## src/rtl/capture_glyph_pkg.sv

```systemverilog
// capture_glyph_pkg: shared constants and sizing helpers for the glyph capture block.
package capture_glyph_pkg;
  localparam int unsigned MAX_RD_LAT = 4;
  function automatic int unsigned cnt_bits(input int unsigned n);
    return $clog2(n + 1);
  endfunction
endpackage

```

## src/rtl/capture_glyph_rd_lat_pipe.sv

```systemverilog
// rd_lat_pipe: RD_LAT-deep valid shift register marking when a read's pixel returns.
module rd_lat_pipe #(
  parameter int RD_LAT = 2
) (
  input  logic clk,
  input  logic rst,
  input  logic i_valid,
  output logic o_valid
);
  logic [RD_LAT-1:0] r_pipe;
  always_ff @(posedge clk or posedge rst) begin
    if (rst) r_pipe <= '0;
    else     r_pipe <= RD_LAT'({r_pipe, i_valid});
  end
  assign o_valid = r_pipe[RD_LAT-1];
endmodule

```

## src/rtl/capture_glyph.sv

```systemverilog
// capture_glyph: reads one WIDTH x HEIGHT glyph cell from a latency-RD_LAT framebuffer
// and emits it as packed lines.
module capture_glyph
  import capture_glyph_pkg::*;
#(
  parameter int CORDW  = 16,
  parameter int WIDTH  = 8,
  parameter int HEIGHT = 16,
  parameter int RD_LAT = 2,
  parameter int LSB    = 0
) (
  input  logic                        clk,
  input  logic                        rst,
  input  logic                        start,
  input  logic                        oe,
  input  logic signed [CORDW-1:0]     cx,
  input  logic signed [CORDW-1:0]     cy,
  output logic signed [CORDW-1:0]     x,
  output logic signed [CORDW-1:0]     y,
  output logic                        rd_req,
  input  logic                        rd_pix,
  output logic [WIDTH-1:0]            glyph_line,
  output logic [$clog2(HEIGHT)-1:0]   line_id,
  output logic                        line_valid,
  output logic                        busy,
  output logic                        done
);
  localparam int CW = cnt_bits(WIDTH);
  localparam int IW = $clog2(WIDTH);
  localparam int LW = $clog2(HEIGHT);
  typedef enum logic [2:0] {IDLE, START, REQ, DRAIN, LINE, DONE} state_t;
  state_t r_state, w_next;
  logic signed [CORDW-1:0] r_x, r_y, r_cx0;
  logic [CW-1:0] r_req_cnt, r_ret_cnt;
  logic [WIDTH-1:0] r_work, r_glyph, w_work_nxt;
  logic [LW-1:0] r_line_id;
  logic r_busy;
  logic w_ret_vld, w_req_last, w_ret_last, w_line_last;
  logic [IW-1:0] w_bit;
  rd_lat_pipe #(.RD_LAT(RD_LAT)) u_pipe (
    .clk     (clk),
    .rst     (rst),
    .i_valid (rd_req),
    .o_valid (w_ret_vld)
  );
  always_comb begin
    w_req_last  = r_req_cnt == CW'(WIDTH - 1);
    w_ret_last  = w_ret_vld && (r_ret_cnt == CW'(WIDTH - 1));
    w_line_last = r_line_id == LW'(HEIGHT - 1);
    w_bit       = (LSB != 0) ? r_ret_cnt[IW-1:0] : IW'(WIDTH - 1) - r_ret_cnt[IW-1:0];
    w_work_nxt  = r_work;
    w_work_nxt[w_bit] = rd_pix;
    w_next = r_state;
    unique case (r_state)
      IDLE:    w_next = start ? START : IDLE;
      START:   w_next = REQ;
      REQ:     w_next = (oe && w_req_last) ? DRAIN : REQ;
      DRAIN:   w_next = w_ret_last ? LINE : DRAIN;
      LINE:    w_next = w_line_last ? DONE : REQ;
      DONE:    w_next = IDLE;
      default: w_next = IDLE;
    endcase
  end
  always_ff @(posedge clk or posedge rst) begin
    if (rst) r_state <= IDLE;
    else     r_state <= w_next;
  end
  // The completed line is published on the final capture so it is already stable during LINE.
  always_ff @(posedge clk or posedge rst) begin
    if (rst) begin
      r_x       <= '0;
      r_y       <= '0;
      r_cx0     <= '0;
      r_req_cnt <= '0;
      r_ret_cnt <= '0;
      r_work    <= '0;
      r_glyph   <= '0;
      r_line_id <= '0;
      r_busy    <= 1'b0;
    end else begin
      if (w_ret_vld) begin
        r_work    <= w_work_nxt;
        r_ret_cnt <= r_ret_cnt + CW'(1);
      end
      if (w_ret_last) r_glyph <= w_work_nxt;
      unique case (r_state)
        START: begin
          r_cx0     <= cx;
          r_x       <= cx;
          r_y       <= cy;
          r_line_id <= '0;
          r_busy    <= 1'b1;
          r_req_cnt <= '0;
          r_ret_cnt <= '0;
        end
        REQ: if (oe) begin
          r_req_cnt <= r_req_cnt + CW'(1);
          if (!w_req_last) r_x <= r_x + CORDW'(1);
        end
        LINE: if (!w_line_last) begin
          r_line_id <= r_line_id + LW'(1);
          r_y       <= r_y + CORDW'(1);
          r_x       <= r_cx0;
          r_req_cnt <= '0;
          r_ret_cnt <= '0;
        end
        DONE:    r_busy <= 1'b0;
        default: ;
      endcase
    end
  end
  assign x          = r_x;
  assign y          = r_y;
  assign rd_req     = (r_state == REQ) && oe;
  assign glyph_line = r_glyph;
  assign line_id    = r_line_id;
  assign line_valid = r_state == LINE;
  assign busy       = r_busy;
  assign done       = r_state == DONE;
endmodule

```

## config.mk

```make
export PLATFORM = sky130hd
export DESIGN_NAME = capture_glyph
export DESIGN_NICKNAME = d
export VERILOG_FILES = /design/src/rtl/capture_glyph_pkg.sv /design/src/rtl/capture_glyph_rd_lat_pipe.sv /design/src/rtl/capture_glyph.sv
export SDC_FILE = /design/constraint.sdc
export NUM_CORES = 1
export LEC_CHECK = 0
export CAP_MARGIN = 30
export CORE_AREA = 2 2 112 71
export CTS_CLUSTER_DIAMETER = 30
export DETAILED_ROUTE_END_ITERATION = 8
export DIE_AREA = 0 0 114 73
export DONT_BUFFER_PORTS = 1
export PLACE_DENSITY = 0.74
export SLEW_MARGIN = 20
export SYNTH_ARGS = -nofsm -noshare
export SYNTH_HDL_FRONTEND = slang
export SYNTH_SLANG_ARGS = --single-unit
```

## constraint.sdc

```tcl
create_clock -name clk -period 2.87 [get_ports clk]
set_input_delay 0.287 -clock clk [delete_from_list [all_inputs] [get_ports clk]]
set_output_delay 0.287 -clock clk [all_outputs]
set_load 0.01 [all_outputs]
```

---- Word level (Yosys, flattened, before mapping) ----
Index checks and enable logic that the tools add are counted.
word-level totals
  bits in registers ....................... 82
  bits in latches ......................... 0
  memory bits (writable) .................. 0
  bits in read-only memories .............. 0
  input bits .............................. 37
  output and inout port bits .............. 48
  word-level logic and storage cells ...... 64
  memories ................................ 0
cells by class
  add/subtract/negate cells ............... 6
  $mul .................................... 0
  divide/modulo/power cells ............... 0
  $lt $le $gt $ge ......................... 2
  equal/unequal tests ..................... 11
  shifts and indexed selects .............. 0
  muxes and demuxes ....................... 23
  bitwise operators ....................... 0
  reductions and logical operators ........ 11
operators with widths
  kind                                                                          number
  16-bit two-way mux                                                            4
  16-bit one-hot mux with 3 select lines                                        1
  16-bit by 2-bit adder with 16-bit output, second input constant               2
  16-bit one-hot mux with 2 select lines                                        1
  4-bit two-way mux                                                             5
  4-bit one-hot mux with 2 select lines                                         2
  3-bit one-hot mux with 5 select lines                                         1
  4-bit by 1-bit adder with 4-bit output, second input constant                 3
  4-bit one-hot mux with 3 select lines                                         1
  8-bit bitwise mux                                                             1
  4-bit by 3-bit equality test with 1-bit output, second input constant         2
  3-bit by 2-bit equality test with 1-bit output, second input constant         2
  3-bit equality test, second input constant                                    2
  3-bit two-way mux                                                             2
  2-bit != test, second input constant                                          3
  4-bit equality test, second input constant                                    1
  1-bit logical AND                                                             4
  3-bit by 4-bit less-than comparator with 1-bit output, second input constant  1
  4-bit AND reduction                                                           1
  2-bit nonzero test                                                            2
  1-bit demux with 3-bit select                                                 1
  3-bit by 1-bit equality test with 1-bit output, second input constant         1
  3-bit by 1-bit >= comparator with 1-bit output, second input constant         1
  3-bit logical NOT                                                             1
  other kinds (6)                                                               8

---- Logic depth before layout (Yosys ltp) ----
Gate-level depths: netlist (run 1).
  word-level depth ........................ 6
  depth in mapped cells ................... 8
  depth with buffers taken out ............ 6

---- Modules after synthesis ----
From an unflattened synthesis (run 1), not the netlist that was laid out.
second synthesis, totals
  cell total of the unflattened synthesis .. 487
  area, all modules ....................... 4349.2 µm²
modules (own cells, without submodules)
  module         instances  cells an instance  area each (µm²)  sequential area each (µm²)
  capture_glyph  1          484                4295.4           2001.9
  rd_lat_pipe    1          3                  53.8             50.0

---- Worst setup path after synthesis (run 1) ----
OpenSTA, ideal clock, no wires.
  kind .................................... reg2reg
  start ................................... reg r_y[0], in the netlist y[0]
  end ..................................... reg r_y[15], in the netlist y[15]
  setup time .............................. 0.069 ns
  arrival time ............................ 1.835 ns
  data required time ...................... 2.801 ns
  slack ................................... 0.966 ns
  stages on the path, launching flop included .. 6
  buffers on the path ..................... 0
  period minus slack after synthesis ...... 1.904 ns
  path through ............................ dfrtp_1 and4_4 nand4_4 or4_4 or4_1 nand3_1
on the way
  word-level cells in the longest chain between the ends .. 3
RTL lines
  item                                      line                  source
  from (decl)                               capture_glyph.sv:33   logic signed [CORDW-1:0] r_x, r_y, r_cx0;
  from (signal assigned)                    capture_glyph.sv:90   r_y <= cy;
  from (signal assigned)                    capture_glyph.sv:102  r_y <= r_y + CORDW'(1);
  16-bit by 2-bit adder with 16-bit output  capture_glyph.sv:102
  16-bit two-way mux                        capture_glyph.sv:100  LINE: if (!w_line_last) begin
  16-bit one-hot mux with 2 select lines    capture_glyph.sv:86   unique case (r_state)
No other way between the ends. The select of a mux whose other input is x is not followed.
A chain may end at the register's enable or synchronous reset.

---- Worst setup path after layout (run 1) ----
  start ................................... reg r_state[2]
  end ..................................... reg r_y[12], in the netlist y[12]
on the way
  word-level cells in the longest chain between the ends .. 3
  elaborated cells between the ends (all ways) .. 6
  those cells by class .................... eq/ne: 3; mux: 1; reduce/logical: 2
RTL lines
  item                                                                                          line                 source
  from (decl)                                                                                   capture_glyph.sv:32  state_t r_state, w_next;
  from (signal assigned)                                                                        capture_glyph.sv:66  else r_state <= w_next;
  3-bit equality test / 3-bit by 1-bit equality test with 1-bit output (equally long branches)  capture_glyph.sv:86
  2-bit != test (no line) / 2-bit nonzero test (equally long branches)                          -
  2-bit AND reduction (no line)                                                                 -
Several ways; a longest one is shown, not always the timed one.

==> metrics, run 1 <==
Post-synth EDFFs 0; Residual DRC 0; HPWL Detailed 7252 um; antenna violations before repair 0; CP Class reg2reg; arrival time worst endpoint 2.53 ns; Least-Margin Pin Slew 0.6390 ns; pwr/cell area 1075 nW/um^2; M1 GR Usage 0.3647; M3 GR Usage 0.1047; static leakage 0.001972 uW; global-route wire length before repair 16670 um; CTS tree built; die height 73 um; data required time of the critical path 3.08 ns; Worst path max stage delay 0.59 ns; gr usage total 0.2590; M2 GR Usage 0.3743; max-slew headroom at the worst pin 0.5735; crit path max fanout 20; count of final max-slew check failures 0; Crit. End Element register; sequential fraction of the synthesis area 0.4822; FMAX 431.0 MHz; Resized cells post-CTS 0; Fin Clk Skew 0.007813 ns; Synth Flop Type dfrtp_1; vias in the first global route 3216; total negative slack 0 ns; fin crit period 2.320 ns; Vias per Instance 6.523; Synth Register Bits 82; synthesized area 4255 um^2; MaxCap Viol Count 0; VDD IR max 0.0005639 V; Mapped Nets 483; worst hold path type in2reg; FFs w/ async S/R, synth 1.000; GRT overflow 0; final hold vios 0; critical path's top delay family simple AND/OR/NAND/NOR gates; crit-path cells or3b_1 > inv_2 > buf_4 > nand2_1 > o32ai_1 > a21oi_1; fin crit share 0.8085; CTS clk-pin slew, worst paths 0.06 ns; largest net degree at the start of global routing 36; Final GP Congestion 0.9158; outcome complete, no violations; H-tree levels 3; YS warnings 0; Post-Route WL 10350 um; Syn Inst Count 441; area grow syn2layout 10.29%; post-synth cell types 57; final-stage net count 484; Buffers on Ports 0; worst hold margin 0.09265 ns; Post-Synth Adder-Cell Area 0.01470; Setup Fix Bufs, Post-CTS 0; DRT Pass-1 Iters 6; compound-gate portion of the synthesized area 0.1952; Vias 3529; mux cell area share after synthesis 0.08468; RSZ-0062 raised after global routing no; Die Span X 114 um; XOR/XNOR Fraction of Synth Area 0.01441; mean area per synthesized cell 9.649 um^2; initial DRC count 434; hold_buf cts 1; Final Non-Filler Cells 541; Post-Synth Simple-Gate Area 0.1767; Post-Place Cells 524; Worst Path Buf+Inv 2; CTS buffer count 9; Bufs on Longest Clock Path 2; Final ANT Viol Nets 0; num ports 85; r2r setup slk 0.55 ns; # diodes 0; GR peak layer met2; Worst setup SP type register; share of cells above drive strength 1 0.1477; # setup viols final 0; WL per Instance 19.14 um; slowest CP cell dfrtp_1; Initial Util 0.5716; clock sinks 82; Core Area 7445 um^2; Clock Latency Late Sink 0.34 ns; Site Rows 25; largest family of logic cells by synthesized area compound AO/OA/AOI/OAI gates; Root Driver clkbuf_16; area of the die 8322 um^2
==> area by class of cell <==
| type | instances | area [um^2] |
|---|---|---|
| clock buffer | 10 | 239.0 |
| clock inverter | 6 | 42.54 |
| fill | 619 | 2751 |
| inverter | 9 | 35.03 |
| multi-input combinational | 325 | 2079 |
| sequential | 82 | 2052 |
| tap | 94 | 117.6 |
| timing repair buffer | 15 | 127.6 |
==> per-stage QoR <==
step                power (uW)  worst slack, ns  instance area, um^2  utilization
floorplan                 3511           0.4746                 4255            -
global placement          3881           0.6524                 4382       0.5886
detailed placement        3965           0.6133                 4402       0.5913
CTS                       5044           0.5745                 4693       0.6304
global route              5386           0.4329                 4693       0.6304
finish                    5045           0.5496                 4693       0.6304
==> placed cells by master, fill, tap and decap left out, drive strengths merged, types with 6 or more instances in the layout <==
master	instances
nand4	9
o22ai	7
inv	8
mux2i	9
nor2	41
nor3	11
nand2	42
mux2	24
o2bb2ai	6
dfrtp	82
a21oi	35
o21ai	40
a221oi	6
buf	14
nand3	18
clkbuf	10
xor2	6
a22oi	6
==> routing by layer <==
metal	vias to the layer above	routed length, um
li1	1635	-
met1	1721	4778
met2	159	4381
met3	14	1071
met4	0	121
met5	-	0
==> Yosys cell counts (3+ instances only) <==
cell	number	area (um^2)
a21oi_1	34	170.2
o2bb2ai_1	6	52.55
a22o_1	4	35.03
clkbuf_1	18	67.56
mux2i_1	9	90.09
a31oi_1	5	31.28
dfrtp_1	82	2052
mux2_2	24	270.3
a222oi_1	3	30.03
buf_2	7	35.03
nand4_1	8	50.05
nand2_1	41	153.9
ha_1	5	62.56
o21ai_1	22	110.1
o22ai_1	7	43.79
nor2_1	41	153.9
inv_1	7	26.28
nor2b_1	4	25.02
and3_1	3	18.77
a221oi_1	6	52.55
xor2_1	6	52.55
nor3_1	11	55.05
nand2b_1	4	25.02
nand3_1	18	90.09
o32ai_1	3	26.28
a21o_1	4	30.03
a22oi_1	6	45.04
o21ai_0	17	85.08
==> final timing paths <==
path,startpoint,to,depth (start not counted)
setup / recovery,r_state[2],y[12],6
hold / removal,cy[1],y[1],2
setup reg to reg,r_state[2],y[12],6
hold reg to reg,u_pipe.r_pipe[0],u_pipe.r_pipe[1],0
max in group asynchronous,rst,r_req_cnt[1],4
min in group asynchronous,rst,r_cx0[0],2
==> state kept, by name (all words and copies together), names as in the netlist <==
register and cells:
r_cx0 16, x 16, y 16, glyph_line 8
r_work 8, line_id 4, r_req_cnt 4, r_ret_cnt 4
r_state 3, u_pipe.r_pipe 2, busy 1
==> logic make-up after synthesis <==
family                   Yosys count
flip-flops                        82
adder cells (fa/ha/maj)            5
multiplexers                      33
AO/OA/AOI/OAI                    131
buffers and inverters             34
XOR/XNOR                           7
AND/OR/NAND/NOR                  149
==> power breakdown <==
group          leakage [uW]  switching, uW  total, uW  internal [uW]
logic              0.000855            799       1530            733
clock network      0.000134            457       1070            608
registers          0.000982            777       2450           1670
(Power assumes the default switching activity.)
==> inputs of run 2 (changes only) <==
CORE_AREA = 2 2 115 72   (was 2 2 112 71)
DIE_AREA = 0 0 117 74   (was 0 0 114 73)
clock period = 2.13 ns   (was 2.87 ns; I/O delays follow)
==> run 2 against run 1 <==
Compared with the run above:
- first-iteration DRC count increased by 5.3%
- sequential power increased by 30%
- worst hold slack got worse by 0.072 ns
- critical path depth unchanged
- core utilization increased by 0.42 points
- non-clock buffer count increased by 14
- wire length increased by 3.3%
- via count increased by 1.0%
- critical endpoint is now x[6]
- register-to-register slack got worse by 0.44 ns
- maximum frequency increased by 15%
- sequential cell count unchanged
- global-route usage increased by 0.20 points
==> metrics, run 2 (same netlist as run 1, synthesis figures left out) <==
max-slew headroom at the worst pin 0.5424; Die Span X 117 um; area of the die 8658 um^2; pwr/cell area 1463 nW/um^2; Buffers on Ports 0; CP Class reg2reg; Post-Route WL 10700 um; R2R depth 6; count of final max-slew check failures 0; Bufs on Longest Clock Path 2; CTS tree built; Crit. End Element register; H-tree levels 3; share of cells above drive strength 1 0.1735; HPWL Detailed 7535 um; # diodes 0; placement-stage cell area 4552 um^2; VDD IR max 0.0005422 V; total negative slack 0 ns; post-route cell area 4863 um^2; RSZ-0062 raised after global routing no; largest net degree at the start of global routing 31; data required time of the critical path 2.36 ns; CTS clk-pin slew, worst paths 0.06 ns; commonest non-fill, non-tap cells in the layout 81 x dfrtp_1, 41 x nand2_1, 40 x nor2_1; fin crit share 0.9474; GRT overflow 0; MaxCap Viol Count 0; capturing point of the worst reg2reg path x[6]; Site Rows 25; Clock Latency Late Sink 0.34 ns; Least-Margin Pin Slew 0.6849 ns; global-route wire length before repair 17300 um; CTS buffer count 9; DRT Pass-1 Iters 5; crit path max fanout 11; hold_sp rd_pix; Final GP Congestion 0.9205; crit-path cells buf_4 > nor3b_4 > nand2_2 > o21ai_2 > o21ai_1 > a22o_1; area grow syn2layout 14.29%; fillers 614; Root Driver clkbuf_16; outcome complete, no violations; FMAX 495.6 MHz; commonest non-fill, non-tap cell in the layout dfrtp_1; initial DRC count 457; clock sinks 82; Worst setup SP type register; antenna violations before repair 0; # setup viols final 0; gr usage total 0.2610; arrival time worst endpoint 2.25 ns; Final ANT Viol Nets 0; Residual DRC 0; Fin Clk Skew 0.006524 ns; worst r2r src r_state[1]; WL per Instance 18.80 um; static leakage 0.002050 uW; Vias 3566; Worst path max stage delay 0.45 ns; final hold vios 0; vias in the first global route 3361; final-stage net count 498; fin crit period 2.018 ns; r2r setup slk 0.11 ns; worst hold stages 1; Initial Util 0.5553; Hold Path End r_work[1]; die height 74 um; worst hold path type in2reg; num ports 85; Core Area 7664 um^2; slowest CP cell o21ai_2; Vias per Instance 6.267
==> run 2: changes by cell type in the layout (fill, tap and decap cells not counted), sizes merged <==
| cell | delta |
|---|---|
| clkinv | -3 |
| clkbuf | +2 |
| bufinv | +1 |
| buf | +14 |
==> run 2: through the flow <==
stage	hold WS, ns	std cells	setup slack [ns]	util	total power [uW]
final	0.02045	569	0.1121	0.6346	7115
after global routing	0.01068	569	0.01128	0.6346	7586
after CTS	0.01003	569	0.1058	0.6341	7097
after detailed placement	0.2211	552	0.1147	0.5940	5513
after global placement	0.2096	552	0.1698	0.5940	5404
after floorplan	0.3312	441	0.2257	-	4731
==> run 2: what timing repair did <==
| action | in CTS | in global routing |
|---|---|---|
| hold endpoints to repair | 28 | 0 |
| buffers inserted | 0 | 0 |
| gates resized for setup | 0 | 2 |
| hold buffers | 1 | 0 |
| setup endpoints to repair | 0 | 4 |
==> run 2: where the power goes <==
group	total [uW]	internal, uW	leakage [uW]	switching (uW)
Sequential	3180	2250	0.000981	927
Combinational	2380	1130	0.000927	1260
Clock	1550	940	0.000143	610
==> run 2: layout make-up <==
| type | instances | area (um^2) | share of cell area |
|---|---|---|---|
| multi-input combinational | 325 | 2082 | 0.4281 |
| sequential | 82 | 2053 | 0.4222 |
| timing repair buffer | 29 | 257.7 | 0.05300 |
| clock buffer | 12 | 246.5 | 0.05068 |
| tap | 108 | 135.1 | 0.02779 |
| clock inverter | 4 | 51.30 | 0.01055 |
| inverter | 9 | 37.54 | 0.007718 |
==> run 2: worst max-delay path by stage <==
stage               start  endpoint  cells past startpoint
2_1_floorplan        y[0]     y[15]                      5
3_3_place_gp   r_state[2]      x[6]                      6
3_5_place_dp   r_state[2]     y[15]                      6
4_1_cts        r_state[2]     y[15]                      6
5_1_grt        r_state[1]      x[6]                      6
6_report       r_state[1]      x[6]                      6
==> run 2: critical path, delay by kind of cell (launching register included) <==
kind | cells | cell delay [ns]
compound gates | 3 | 0.82
buf+inv | 1 | 0.20
flops | 1 | 0.38
simple gates | 2 | 0.49
==> run 2: routing by layer <==
metal	GRT usage	vias to the layer above	share of wire
met5	0	-	0
met4	0.09020	0	0.017
met3	0.09698	17	0.11
met2	0.3597	179	0.42
met1	0.3805	1710	0.45
li1	-	1660	-
